`config.mk`:
```
export PLATFORM = sky130hd
export DESIGN_NAME = mult_div_unit
export DESIGN_NICKNAME = d
export VERILOG_FILES = /design/src/rtl/mult_div_unit.sv
export SDC_FILE = /design/constraint.sdc
export NUM_CORES = 1
export LEC_CHECK = 0
export ABC_CLOCK_PERIOD_IN_PS = 3150
export BUFFER_PORTS_ARGS = -buffer_cell sky130_fd_sc_hd__buf_4
export CAP_MARGIN = 20
export CORE_MARGIN = 2
export CORE_UTILIZATION = 30
export DETAILED_ROUTE_END_ITERATION = 12
export PLACE_DENSITY_LB_ADDON = 0.12
export SLEW_MARGIN = 10
export SYNTH_ARGS = -nofsm -noshare
export SYNTH_HDL_FRONTEND = slang
export SYNTH_SLANG_ARGS = --single-unit
```
`constraint.sdc`:
```
create_clock -name i_clk -period 3.15 [get_ports i_clk]
set_clock_uncertainty 0.1 [all_clocks]
set_input_delay 0.4725 -clock i_clk [delete_from_list [all_inputs] [get_ports i_clk]]
set_output_delay 0.4725 -clock i_clk [all_outputs]
set_load 0.005 [all_outputs]
```
`src/rtl/mult_div_unit.sv`:
```
// Multi-cycle MULT/MULTU/DIV/DIVU unit with architectural HI/LO registers.
// Magnitudes are iterated one bit per cycle; signs are applied in a single FIX cycle.
module mult_div_unit #(
  parameter int unsigned WIDTH = 32
) (
  input  logic             i_clk,
  input  logic             i_rst,
  input  logic             i_start,
  input  logic [1:0]       i_op,
  input  logic [WIDTH-1:0] i_op_a,
  input  logic [WIDTH-1:0] i_op_b,
  input  logic             i_mthi,
  input  logic             i_mtlo,
  output logic             o_busy,
  output logic             o_done,
  output logic [WIDTH-1:0] o_hi,
  output logic [WIDTH-1:0] o_lo
);

  localparam int unsigned CW = $clog2(WIDTH) + 1;

  typedef enum logic [1:0] {IDLE, RUN, FIX, DONE} state_t;
  typedef enum logic [1:0] {OP_MULTU, OP_MULT, OP_DIVU, OP_DIV} op_t;

  state_t             state, state_nxt;
  op_t                op;
  logic               sign_a, sign_b;
  logic [WIDTH-1:0]   mag_a, mag_b;
  logic [2*WIDTH-1:0] acc;
  logic [WIDTH-1:0]   rem;
  logic [CW-1:0]      cnt;
  logic [WIDTH-1:0]   hi, lo;

  logic               accept, last_iter;
  logic [WIDTH-1:0]   in_mag_a, in_mag_b;
  logic [WIDTH:0]     mul_sum, div_shift;
  logic               div_ge;
  logic [2*WIDTH-1:0] prod_fix;
  logic [WIDTH-1:0]   quo_fix, rem_fix, a_orig;

  always_comb begin
    accept    = i_start && (state == IDLE || state == DONE);
    last_iter = (cnt == CW'(WIDTH - 1));
    state_nxt = state;
    case (state)
      IDLE:    if (accept) state_nxt = RUN;
      RUN:     if (last_iter) state_nxt = FIX;
      FIX:     state_nxt = DONE;
      DONE:    state_nxt = accept ? RUN : IDLE;
      default: state_nxt = IDLE;
    endcase
    o_busy = (state == RUN) || (state == FIX);
    o_done = (state == DONE);
    o_hi   = hi;
    o_lo   = lo;
  end

  always_ff @(posedge i_clk) begin
    if (i_rst) state <= IDLE;
    else       state <= state_nxt;
  end

  // Shift-add keeps the product in acc: upper half accumulates, lower half
  // drains the multiplier. Division reuses acc's lower half as dividend/quotient.
  always_comb begin
    in_mag_a  = (i_op[0] && i_op_a[WIDTH-1]) ? -i_op_a : i_op_a;
    in_mag_b  = (i_op[0] && i_op_b[WIDTH-1]) ? -i_op_b : i_op_b;
    mul_sum   = {1'b0, acc[2*WIDTH-1:WIDTH]} + (acc[0] ? {1'b0, mag_a} : '0);
    div_shift = {rem, acc[WIDTH-1]};
    div_ge    = div_shift >= {1'b0, mag_b};
    prod_fix  = (op == OP_MULT && (sign_a ^ sign_b)) ? -acc : acc;
    quo_fix   = (op == OP_DIV && (sign_a ^ sign_b)) ? -acc[WIDTH-1:0] : acc[WIDTH-1:0];
    rem_fix   = (op == OP_DIV && sign_a) ? -rem : rem;
    a_orig    = (op == OP_DIV && sign_a) ? -mag_a : mag_a;
  end

  always_ff @(posedge i_clk) begin
    if (i_rst) begin
      op     <= OP_MULTU;
      sign_a <= 1'b0;
      sign_b <= 1'b0;
      mag_a  <= '0;
      mag_b  <= '0;
      acc    <= '0;
      rem    <= '0;
      cnt    <= '0;
      hi     <= '0;
      lo     <= '0;
    end else if (accept) begin
      op     <= op_t'(i_op);
      sign_a <= i_op[0] & i_op_a[WIDTH-1];
      sign_b <= i_op[0] & i_op_b[WIDTH-1];
      mag_a  <= in_mag_a;
      mag_b  <= in_mag_b;
      acc    <= i_op[1] ? {{WIDTH{1'b0}}, in_mag_a} : {{WIDTH{1'b0}}, in_mag_b};
      rem    <= '0;
      cnt    <= '0;
    end else begin
      case (state)
        RUN: begin
          cnt <= cnt + 1'b1;
          if (!op[1]) begin
            acc <= {mul_sum, acc[WIDTH-1:1]};
          end else begin
            rem             <= div_ge ? WIDTH'(div_shift - {1'b0, mag_b}) : div_shift[WIDTH-1:0];
            acc[WIDTH-1:0]  <= {acc[WIDTH-2:0], div_ge};
          end
        end
        FIX: begin
          if (!op[1]) begin
            {hi, lo} <= prod_fix;
          end else if (mag_b == '0) begin
            hi <= a_orig;
            lo <= '1;
          end else begin
            hi <= rem_fix;
            lo <= quo_fix;
          end
        end
        default: begin
          if (i_mthi) hi <= i_op_a;
          if (i_mtlo) lo <= i_op_a;
        end
      endcase
    end
  end

endmodule
```
## Yosys cells after proc, flatten, opt, wreduce, memory -nomap -nowiden

Cells that the tools add are included.

| operators by class | value |
|---|---|
| $add $sub $neg | 9 |
| magnitude comparators | 1 |
| equal/unequal tests | 9 |
| muxes and demuxes | 25 |
| bitwise operators | 5 |
| reductions and logical operators | 19 |

Operator list:

| operator | count |
|---|---|
| 32-bit two-way mux | 16 |
| 64-bit two-way mux | 3 |
| 32-bit negation | 5 |
| 32-bit one-hot mux with 2 select lines | 2 |
| 64-bit negation | 1 |
| 32-bit by 32-bit adder with 33-bit output | 1 |
| 33-bit by 32-bit >= comparator with 1-bit output | 1 |
| 32-bit zero test | 1 |
| 32-bit subtractor | 1 |
| 2-bit one-hot mux with 4 select lines | 1 |
| 6-bit by 1-bit adder with 6-bit output (second input constant) | 1 |
| 2-bit == test (second input constant) | 3 |
| 6-bit by 5-bit == test with 1-bit output (second input constant) | 1 |
| 1-bit logical AND | 6 |
| 2-bit AND reduction | 3 |
| 3-bit AND reduction | 2 |
| 2-bit nonzero test | 3 |
| 2-bit by 1-bit == test with 1-bit output (second input constant) | 2 |
| 2-bit two-way mux | 2 |
| 2-bit inequality test (second input constant) | 2 |
| 1-bit bitwise AND | 2 |
| 2-bit zero test | 1 |
| 1-bit logical OR | 2 |
| 2-bit by 1-bit inequality test with 1-bit output (second input constant) | 1 |
| 4 further kinds | 5 |

| word-level totals | value |
|---|---|
| register bits after elaboration | 236 |
| bits of input ports | 71 |
| word-level logic and storage cells | 80 |

## Longest topological paths before layout

Gate-level depths: netlist of the first run.

| depth | value |
|---|---|
| word-level depth | 6 |
| depth in mapped cells | 14 |
| depth with buffers taken out | 13 |

## Worst setup path after synthesis of the first run

No wires, ideal clock.

| path | value |
|---|---|
| kind | flip-flop to flip-flop |
| from | reg acc[0] |
| to | reg acc[59] |
| setup time | 124 ps |
| data arrival time | 2,972 ps |
| path slack | -46 ps |
| stages on the path, launching flop included | 14 |
| buffers on the path | 3 |
| path through | dfxtp_1 clkbuf_1 clkbuf_1 and2_1 ha_1 clkbuf_1 nand4_1 or4b_2 a31oi_1 o21ai_0 a31oi_1 a21boi_0 mux2i_1 nand3_1 |

| on the way | value |
|---|---|
| cells in the longest elaborated chain, start to end | 5 |

RTL lines:

| what | RTL line | source |
|---|---|---|
| from (decl) | 29 | `logic [2*WIDTH-1:0] acc;` |
| from (signal assigned) | 95 | `acc <= i_op[1] ? {{WIDTH{1'b0}}, in_mag_a} : {{WIDTH{1'b0}}, in_mag_b};` |
| from (signal assigned) | 103 | `acc <= {mul_sum, acc[WIDTH-1:1]};` |
| from (signal, indexed assignment) | 106 | `acc[WIDTH-1:0] <= {acc[WIDTH-2:0], div_ge};` |
| 32-bit two-way mux | 68 | `mul_sum = {1'b0, acc[2*WIDTH-1:WIDTH]} + (acc[0] ? {1'b0, mag_a} : '0);` |
| 32-bit by 32-bit adder with 33-bit output | 68 |  |
| 32-bit two-way mux | 102 | `if (!op[1]) begin` |
| 64-bit two-way mux | 99 | `case (state)` |
| 64-bit two-way mux | 89 | `end else if (accept) begin` |

Every way passes these cells. The select of a mux whose other input is x is not followed.
A chain may end at the register's enable or synchronous reset.

## Worst setup path after layout of the first run

| path | value |
|---|---|
| from | reg acc[52] |
| to | reg hi[31], in the netlist o_hi[31] |

| on the way | value |
|---|---|
| cells in the longest elaborated chain, start to end | 4 |

RTL lines:

| what | RTL line | source |
|---|---|---|
| 64-bit negation | 71 | `prod_fix = (op == OP_MULT && (sign_a ^ sign_b)) ? -acc : acc;` |
| 64-bit two-way mux | 71 |  |
| 32-bit two-way mux | 110 | `if (!op[1]) begin` |
| 32-bit one-hot mux with 2 select lines | 99 |  |
| to (signal assigned) | 111 | `{hi, lo} <= prod_fix;` |
| to (signal assigned) | 113 | `hi <= a_orig;` |
| to (signal assigned) | 116 | `hi <= rem_fix;` |
| to (decl) | 32 | `logic [WIDTH-1:0] hi, lo;` |

Every way passes these cells.

==> run_results.csv, run 1 <==
group,metric,value,unit
critical_path,cp_slowest_stage_delay,0.55,ns
sta,drv_slew,0,
sta,finalSetupTns,0,ns
yosys,synth_flop_cell,"dfxtp_1",
sta,setup_viol,0,
drt,vias,19616,
power_and_ir_drop,p_sw,7.94,mW
clock_tree,clk_path_buf_depth,3,
sta,min_period,3.11,ns
drt,wire_per_inst,22.9,um
yosys,synth_edf_count,0,
min_path,min_path_type,"input port to register",
floorplanning,core,0.0591,sq mm
finish,fin_nets,2915,
critical_path,worstPathRequired,3.51,ns
status,status,"complete, no violations",
clock_tree,htree_levels,2,
power_and_ir_drop,combinationalPowerShare,52.3,%
yosys,netlist_top_cells_area,"dfxtp_1 (26%), a21oi_1 (7.3%), xnor2_1 (6.1%)",
placed_design,port_buffers,136,
placed_design,dpl_cell_area,0.0220,sq mm
placed_design,gp_congestion,0.923,
finish,drive_above_1_share,22.9,%
critical_path,cp.arrival,3.47,ns
yosys,synthCells,2415,
drt,avgViaCountPerCell,5.50,
floorplanning,dieArea,0.0619,sq mm
clock_tree,clkTransAtPathRegs,0.06,ns
finish,fin_area,0.0237,sq mm
grt,grt_pass1_wl,121,mm
power_and_ir_drop,p_per_area,772,mW/mm^2
finish,final_common_cell,"buf_4",
critical_path,cp_max_fo,3,
yosys,synth-async-reset-ratio,0,%
critical_path,path_delay_family,"simple AND/OR/NAND/NOR gates",
power_and_ir_drop,clockPowerShare,23.8,%
yosys,syn-num-nets,2562,
critical_path,cpMaxStageDelayCell,"or4_4",
sta,maxSlewHeadroom,48.8,%
sta,hold_violations,0,
yosys,synth_top_area_share,26.3,%
clock_tree,insertion_delay,0.57,ns
clock_tree,cts_buffers,35,
finish,syn2layout_area_growth,32.0,%
power_and_ir_drop,power_frac_seq,23.9,%
power_and_ir_drop,swShare,43.4,%
placed_design,dp_cells,3496,
floorplanning,die_w,249,um
power_and_ir_drop,ir_worst_vdd,0.419,mV
sta,rsz0062_at_grt,"yes",
finish,fin_cells,3569,
power_and_ir_drop,intPower,10.4,mW
power_and_ir_drop,leakage,9.95,nW
floorplanning,pin_count,137,
clock_tree,cts_sinks,236,
sta,finalCritPeriodShare,98.8,%
clock_tree,tritoncts,"done",
yosys,syn_area,0.0180,sq mm
grt,antenna_found_initial,1,
drt,ant_nets,0,
critical_path,cp-end-kind,"register",
sta,tightest_slew,0.767,ns
grt,grt_pass1_vias,18909,
clock_tree,clk_root_buffer_cell,"clkbuf_16",
sta,max_freq,0.321,GHz
grt,grt_overflow_total,0,
placed_design,post-place-ws,-0.391,ns
critical_path,path_cells,"or4_4, nor4_4, inv_2, or3_4, or3_4, or4_4, o21ai_2, xor2_1, a2111oi_2",
critical_path,start_kind,"register",
yosys,synth_cell_types,70,
grt,grt_usage,25.4,%
grt,grt_max_degree,115,
critical_path,critPathBufInv,1,
finish,layout_common_cells,"buf_4 (473), nor2_1 (261), a21oi_1 (257)",
yosys,yosysSeqAreaShare,26.3,%
critical_path,path_class,"register to register",
yosys,synth-seq-cells,236,
yosys,syn_avg_cell_area,7.44,sq um
drt,remaining_drc_errors,0,
drt,drt_pass1_iterations,5,
drt,drt_iter0_markers,1424,
floorplanning,rows,89,
yosys,synth_top_area_cell,"dfxtp_1",
floorplanning,dieHeight,249,um
drt,routed_wl,81.6,mm
yosys,yosysWarnings,0,
job,drv_cap,0,
placed_design,dpl.hpwl,64.2,mm
floorplanning,initial_utilization,30.4,%
sta,worst_slack,0.0392,ns
==> path summary, 6_finish.rpt <==
kind,startpoint,to,slack (ns),cells after the start
setup reg to reg,acc[52]$_SDFFE_PP0P_,o_hi[31]$_SDFFE_PP0P_,0.04,9
hold reg to reg,o_lo[13]$_SDFFE_PP0P_,o_lo[13]$_SDFFE_PP0P_,0.35,2
hold / removal,i_rst,o_hi[10]$_SDFFE_PP0P_,0.09,2
setup / recovery,acc[52]$_SDFFE_PP0P_,o_hi[31]$_SDFFE_PP0P_,0.04,9
==> cell families (layout without fill, tap and decap cells) <==
family                     Yosys count  after routing  synth area share [%]
other                                0              1                     0
muxes                               61             61                  3.47
DFF                                236            236                  26.3
and+or+nand+nor                    779            779                  20.9
buffers and inverters              244            624                  5.11
AOI/OAI and AO/OA                  787            787                  27.6
adders and majority gates           76             76                  5.37
xor gates and xnor gates           232            232                  11.3
==> area by class of cell <==
type / instances / area, sq um
clock inverters: 16 / 225
well taps: 773 / 967
diodes: 1 / 2.50
flip-flops and latches: 236 / 4730
clock buffers: 48 / 1040
inverters: 77 / 289
fillers: 6111 / 35400
multi-input cells: 1935 / 12700
repair buffers: 483 / 3720
==> cell usage after synthesis (9+ instances only) <==
cell      count
nand2_1     193
a31oi_1      40
and3_1       13
xor2_1      106
or4_1        16
a21o_1       28
a211oi_1     85
a21oi_1     262
o22ai_1      15
nor3b_1      14
o21a_1        9
o21bai_1     10
o41ai_1      14
mux2_2       10
xnor2_1     126
nand3_1      36
inv_1        76
o31ai_1      39
dfxtp_1     236
clkbuf_1    159
a22oi_1      11
o211ai_1     33
nor2b_1      12
nand4_1      20
o221ai_1     29
ha_1         74
o211a_1       9
or3_1        16
nand3b_1     11
nor2_1      265
nor4_1       31
mux2i_1      51
nor3_1       51
nand2b_1     33
and2_1       40
o21ai_0     150
==> flip-flops by register name, indices dropped and copies added, names as in the netlist <==
| name | count |
|---|---|
| mag_a | 32 |
| rem | 32 |
| cnt | 6 |
| mag_b | 32 |
| acc | 64 |
| sign_a | 1 |
| op | 2 |
| o_hi | 32 |
| sign_b | 1 |
| state | 2 |
| o_lo | 32 |
==> timing repair <==
item,CTS,global route
pin swaps,4,26
buffers inserted,2,7
hold buffers,0,0
setup endpoints to repair,15,59
gates resized for setup,22,66
==> routing by layer <==
layer  GRT usage, %  vias up  wire [um]
li1               -     9481          -
met1           34.6     9419      37500
met2           41.6      587      37400
met3           3.23      129       4070
met4           8.31        0       2700
met5              0        -          0
==> per-stage QoR <==
stage	hold WS (ns)	utilization, %	power [mW]
floorplan	0.348	-	9.33
global placement	0.344	37.2	13.6
detailed placement	0.349	37.2	13.6
CTS	0.0693	39.6	18.1
global route	0.0692	40.1	19.3
finish	0.0896	40.1	18.3
==> power groups by stage <==
stage,Sequential (mW),Clock [mW],Combinational [mW]
2_1_floorplan,4.27,0,5.06
3_3_place_gp,4.38,0,9.19
3_5_place_dp,4.40,0,9.22
4_1_cts,4.34,4.45,9.29
5_1_grt,4.44,4.56,10.3
6_report,4.38,4.36,9.58
==> worst register-to-register path: stages, from the launching register on <==
cell and delay [ns]:
dfxtp_2 0.32, or4_4 0.55, nor4_4 0.27, inv_2 0.08
or3_4 0.33, or3_4 0.39, or4_4 0.42, o21ai_2 0.16
xor2_1 0.10, a2111oi_2 0.29
Power figures use the tool's default switching activity.
==> run 2, diff against run 1 <==
--- a/config.mk
+++ b/config.mk
@@ -11,7 +11,7 @@
 export CORE_MARGIN = 2
 export CORE_UTILIZATION = 30
 export DETAILED_ROUTE_END_ITERATION = 12
-export PLACE_DENSITY_LB_ADDON = 0.12
+export RECOVER_POWER = 25
 export SLEW_MARGIN = 10
 export SYNTH_ARGS = -nofsm -noshare
 export SYNTH_HDL_FRONTEND = slang
==> run_results.csv, run 2 (synthesized netlist as in run 1, its figures left out) <==
group,metric,value,unit
finish,regMostFlops,"acc",
clock_tree,clk_path_buf_depth,3,
clock_tree,tritoncts,"done",
floorplanning,core,0.0591,sq mm
critical_path,start_kind,"register",
finish,syn2layout_area_growth,27.9,%
placed_design,dpl.hpwl,61.8,mm
clock_tree,htree_levels,1,
finish,fin_nets,2872,
drt,avgViaCountPerCell,5.59,
finish,largest_reg_flops,64,
drt,remaining_drc_errors,0,
critical_path,reg2reg_depth,9,
critical_path,rr_endpoint,"o_hi[31]$_SDFFE_PP0P_",
critical_path,regToRegSetupSlack,0.02,ns
job,drv_cap,0,
finish,fin_cells,3521,
grt,grt_overflow_total,0,
finish,drive_above_1_share,20.3,%
drt,ant_nets,0,
critical_path,cpMaxStageDelayCell,"or4_4",
drt,routed_wl,78.1,mm
sta,min_period,3.13,ns
finish,layout_common_cells,"buf_4 (371), nor2_1 (260), a21oi_1 (258)",
critical_path,cp-end-kind,"register",
critical_path,worstPathRequired,3.53,ns
clock_tree,insertion_delay,0.59,ns
drt,wire_per_inst,22.2,um
min_path,min_path_type,"input port to register",
drt,drt_pass1_iterations,6,
sta,finalCritPeriodShare,99.2,%
critical_path,cp.arrival,3.51,ns
clock_tree,cts_sinks,236,
critical_path,cp_slowest_stage_delay,0.59,ns
power_and_ir_drop,leakage,9.49,nW
sta,rsz0062_at_grt,"yes",
placed_design,gp_congestion,0.983,
grt,grt_pass1_wl,116,mm
finish,final_common_cell,"buf_4",
clock_tree,clk_root_buffer_cell,"clkbuf_16",
critical_path,path_cells,"or4_4, nor4_4, inv_2, or3_4, or3_4, or4_4, o21ai_2, xor2_1, a2111oi_2",
grt,grt_usage,24.0,%
critical_path,path_class,"register to register",
critical_path,cp_max_fo,4,
grt,grt_max_degree,89,
floorplanning,dieArea,0.0619,sq mm
drt,drt_iter0_markers,2111,
clock_tree,clkTransAtPathRegs,0.06,ns
floorplanning,dieHeight,249,um
sta,max_freq,0.320,GHz
floorplanning,pin_count,137,
power_and_ir_drop,ir_worst_vdd,0.567,mV
sta,tightest_slew,1.07,ns
grt,antenna_found_initial,3,
critical_path,worstSetupEndpoint,"o_hi[31]$_SDFFE_PP0P_",
grt,grt_pass1_vias,18781,
clock_tree,cts_buffers,31,
floorplanning,rows,89,
sta,drv_slew,0,
clock_tree,holdBufCountCts,0,
finish,final_util,38.9,%
sta,setup_viol,0,
power_and_ir_drop,p_per_area,756,mW/mm^2
drt,vias,19685,
floorplanning,initial_utilization,30.4,%
min_path,hold_path.startpoint,"i_op_b[31]",
status,status,"complete, no violations",
critical_path,crit_path_start,"acc[51]$_SDFFE_PP0P_",
sta,maxSlewHeadroom,28.6,%
sta,hold_violations,0,
critical_path,r2r-start,"acc[51]$_SDFFE_PP0P_",
floorplanning,die_w,249,um
placed_design,port_buffers,136,
placed_design,dp_cells,3456,
-- run 2: where the power goes --
group / leakage [nW] / switching (mW) / internal (mW)
logic: 7.04 / 5.49 / 3.68
registers: 1.93 / 0.708 / 3.71
clock network: 0.516 / 1.46 / 2.32
-- run 2: how the worst min path moves through the flow --
stage                              to  cells past startpoint  slack, ns
2_1_floorplan     sign_b$_SDFFE_PP0P_                      2       0.35
3_3_place_gp     o_hi[8]$_SDFFE_PP0P_                      2       0.34
3_5_place_dp     o_hi[8]$_SDFFE_PP0P_                      2       0.35
4_1_cts        mag_b[31]$_SDFFE_PP0P_                      3       0.07
5_1_grt        mag_b[31]$_SDFFE_PP0P_                      3       0.08
6_report       mag_b[31]$_SDFFE_PP0P_                      3       0.08
-- run 2: per-stage QoR --
step | total power, mW | setup WS [ns] | TNS, ns | instance area, sq um | hold slack [ns]
after floorplan | 9.33 | 0.0511 | 0 | 18000 | 0.348
after global placement | 13.2 | -0.158 | -0.756 | 21600 | 0.343
after detailed placement | 13.3 | -0.172 | -1.15 | 21600 | 0.345
final | 17.4 | 0.0240 | 0 | 23000 | 0.0837
after global routing | 18.3 | -0.0585 | -0.115 | 23000 | 0.0791
after CTS | 17.2 | -0.0461 | -0.0461 | 22800 | 0.0671
-- run 2: repair_timing --
| item | 4_1_cts | 5_1_grt |
|---|---|---|
| hold endpoints to repair | 0 | 0 |
| gates resized for setup | 14 | 53 |
| cloned | 0 | 0 |
| pin swaps | 8 | 10 |
| buffers inserted | 6 | 3 |
| setup endpoints to repair | 21 | 57 |
-- run 2: critical path, delay by kind of cell, from the launching register on --
family	cells	cell delay [ns]
and+or+nand+nor	5	1.98
AOI/OAI and AO/OA	2	0.45
DFF	1	0.31
buffers and inverters	1	0.08
xor gates and xnor gates	1	0.10
-- run 2: layer usage --
layer / GRT usage [%] / up-vias / wire, um
met5: 0 / - / 0
met4: 11.8 / 0 / 4090
met2: 37.5 / 744 / 34100
met1: 32.4 / 9397 / 34700
li1: - / 9384 / -
met3: 3.30 / 160 / 5170
-- run 2: area by class of cell --
cell class | count | area (sq um)
fill | 6065 | 36100
multi-input combinational | 1935 | 12600
sequential | 236 | 4730
timing repair buffer | 444 | 3290
tap | 773 | 967
clock buffer | 41 | 863
inverter | 77 | 289
clock inverter | 12 | 201
antenna | 3 | 7.51
==> run 3, diff against run 2 <==
==> constraint.sdc (replaced) <==
create_clock -name i_clk -period 3.15 [get_ports i_clk]
set_clock_uncertainty 0.1 [all_clocks]
set_input_delay 0.7875 -clock i_clk [delete_from_list [all_inputs] [get_ports i_clk]]
set_output_delay 0.7875 -clock i_clk [all_outputs]
set_load 0.005 [all_outputs]
==> run_results.csv, run 3 (synthesized netlist as in run 1, its figures left out) <==
group,metric,value,unit
status,status,"complete, no violations",
finish,num_antenna_cells,0,
clock_tree,tritoncts,"done",
drt,vias,20073,
finish,fin_cells,3554,
clock_tree,insertion_delay,0.59,ns
finish,fin_nets,2905,
floorplanning,rows,89,
drt,drt_iter0_markers,2111,
critical_path,cp.arrival,3.44,ns
drt,wire_per_inst,21.9,um
sta,max_freq,0.320,GHz
grt,antenna_found_initial,1,
job,drv_cap,0,
floorplanning,core,0.0591,sq mm
critical_path,start_kind,"register",
floorplanning,initial_utilization,30.4,%
critical_path,cp_max_fo,6,
finish,final_common_cell,"buf_4",
grt,grt_pass1_wl,115,mm
sta,finalCritPeriodShare,99.1,%
sta,rsz0062_at_grt,"yes",
grt,grt_overflow_total,0,
power_and_ir_drop,combinationalPowerShare,53.7,%
clock_tree,cts_sinks,236,
power_and_ir_drop,p_sw,7.70,mW
power_and_ir_drop,ir_worst_vdd,0.454,mV
grt,grt_max_degree,126,
critical_path,reg2reg_depth,13,
critical_path,cp_slowest_stage_delay,0.50,ns
grt,grt_pass1_vias,18992,
clock_tree,htree_levels,1,
grt,grt_usage,24.0,%
clock_tree,clkTransAtPathRegs,0.06,ns
min_path,hold_depth,2,
floorplanning,pin_count,137,
critical_path,regToRegSetupSlack,0.03,ns
sta,setup_viol,0,
power_and_ir_drop,p_per_area,746,mW/mm^2
drt,routed_wl,78.0,mm
critical_path,cpMaxStageDelayCell,"a221oi_2",
power_and_ir_drop,leakage,9.68,nW
floorplanning,dieHeight,249,um
placed_design,port_buffers,136,
sta,hold_violations,0,
finish,regMostFlops,"acc",
drt,avgViaCountPerCell,5.65,
finish,fill_cells,6022,
finish,drive_above_1_share,22.4,%
power_and_ir_drop,power_frac_seq,25.5,%
sta,holdWs,0.352,ns
placed_design,dpl.hpwl,61.7,mm
critical_path,path_class,"register to register",
floorplanning,die_w,249,um
finish,final_util,39.6,%
finish,layout_common_cells,"buf_4 (406), nor2_1 (261), a21oi_1 (260)",
clock_tree,clk_path_buf_depth,3,
critical_path,rr_endpoint,"acc[0]$_SDFFE_PP0N_",
power_and_ir_drop,p_total,17.5,mW
placed_design,gp_congestion,1.03,
drt,ant_nets,0,
finish,syn2layout_area_growth,30.2,%
finish,largest_reg_flops,64,
critical_path,worstPathRequired,3.47,ns
clock_tree,cts_buffers,29,
min_path,min_to,"o_hi[8]$_SDFFE_PP0P_",
critical_path,r2r-start,"mag_b[22]$_SDFFE_PP0P_",
sta,min_period,3.12,ns
power_and_ir_drop,intPower,9.76,mW
power_and_ir_drop,clockPowerShare,20.8,%
sta,tightest_slew,1.41,ns
floorplanning,dieArea,0.0619,sq mm
sta,drv_slew,0,
drt,remaining_drc_errors,0,
drt,drt_pass1_iterations,5,
critical_path,cp-end-kind,"register",
clock_tree,clk_root_buffer_cell,"clkbuf_16",
critical_path,path_cells,"inv_1, ha_4, nand3_1, nor2_1, and4_4, a311o_1, a211oi_2, buf_4, nor3b_4, buf_12, nand2_4, o211ai_1, a221oi_2",
min_path,min_path_type,"register to register",
min_path,hold_path.startpoint,"o_hi[8]$_SDFFE_PP0P_",
placed_design,dp_cells,3491,
sta,maxSlewHeadroom,6.22,%
power_and_ir_drop,swShare,44.1,%
==> run 3: metal layers <==
metal / GRT usage (%) / part of all wire (%)
met5: 0 / 0
met4: 13.2 / 6.4
met3: 3.19 / 8.0
met2: 37.4 / 43
met1: 31.9 / 42
==> run 3: worst max path at each step <==
stage | cells after the start | to | startpoint | slack [ns]
global route | 14 | acc[0]$_SDFFE_PP0N_ | mag_b[4]$_SDFFE_PP0P_ | -0.08
floorplan | 13 | acc[59]$_SDFFE_PP0P_ | acc[0]$_SDFFE_PP0N_ | 0.05
detailed placement | 13 | acc[0]$_SDFFE_PP0N_ | mag_b[15]$_SDFFE_PP0P_ | -0.32
CTS | 13 | acc[0]$_SDFFE_PP0N_ | mag_b[27]$_SDFFE_PP0P_ | -0.05
global placement | 13 | acc[0]$_SDFFE_PP0N_ | mag_b[15]$_SDFFE_PP0P_ | -0.34
finish | 13 | acc[0]$_SDFFE_PP0N_ | mag_b[22]$_SDFFE_PP0P_ | 0.03
==> run 3: timing repair <==
item | 4_1_cts | 5_1_grt
resized for setup | 20 | 75
pin swaps | 6 | 16
hold buffers | 0 | 0
setup buffers | 4 | 4
setup endpoints to repair | 17 | 54
gates cloned | 0 | 1
==> run 3: final cells by class <==
type / count / area [sq um] / share of cell area, %
clock inverters: 14 / 179 / 0.765
multi-input cells: 1935 / 12700 / 54.4
flip-flops and latches: 236 / 4760 / 20.3
inverters: 77 / 289 / 1.24
repair buffers: 479 / 3630 / 15.5
well taps: 773 / 967 / 4.13
clock buffers: 40 / 837 / 3.58
==> run 3: worst max-delay path, delay by kind of cell, from the launching register on <==
| kind | cells | cell delay (ns) |
|---|---|---|
| adders and majority gates | 1 | 0.30 |
| and+or+nand+nor | 5 | 0.93 |
| AOI/OAI and AO/OA | 4 | 0.85 |
| DFF | 1 | 0.35 |
| buffers and inverters | 3 | 0.44 |
==> run 3: power groups by stage <==
stage          Combinational, mW  Clock, mW  Sequential (mW)
2_1_floorplan               5.06          0             4.27
3_3_place_gp                8.89          0             4.44
3_5_place_dp                8.96          0             4.45
4_1_cts                     9.05       3.68             4.40
5_1_grt                     10.1       3.79             4.52
6_report                    9.37       3.64             4.45
==> run 3: stage by stage <==
step           setup TNS, ns  area, sq um  setup slack, ns
2_1_floorplan              0        18000           0.0511
3_3_place_gp           -2.34        22000           -0.344
3_5_place_dp           -2.98        22000           -0.323
4_1_cts              -0.0455        23100          -0.0455
5_1_grt               -0.316        23400          -0.0826
6_report                   0        23400           0.0295
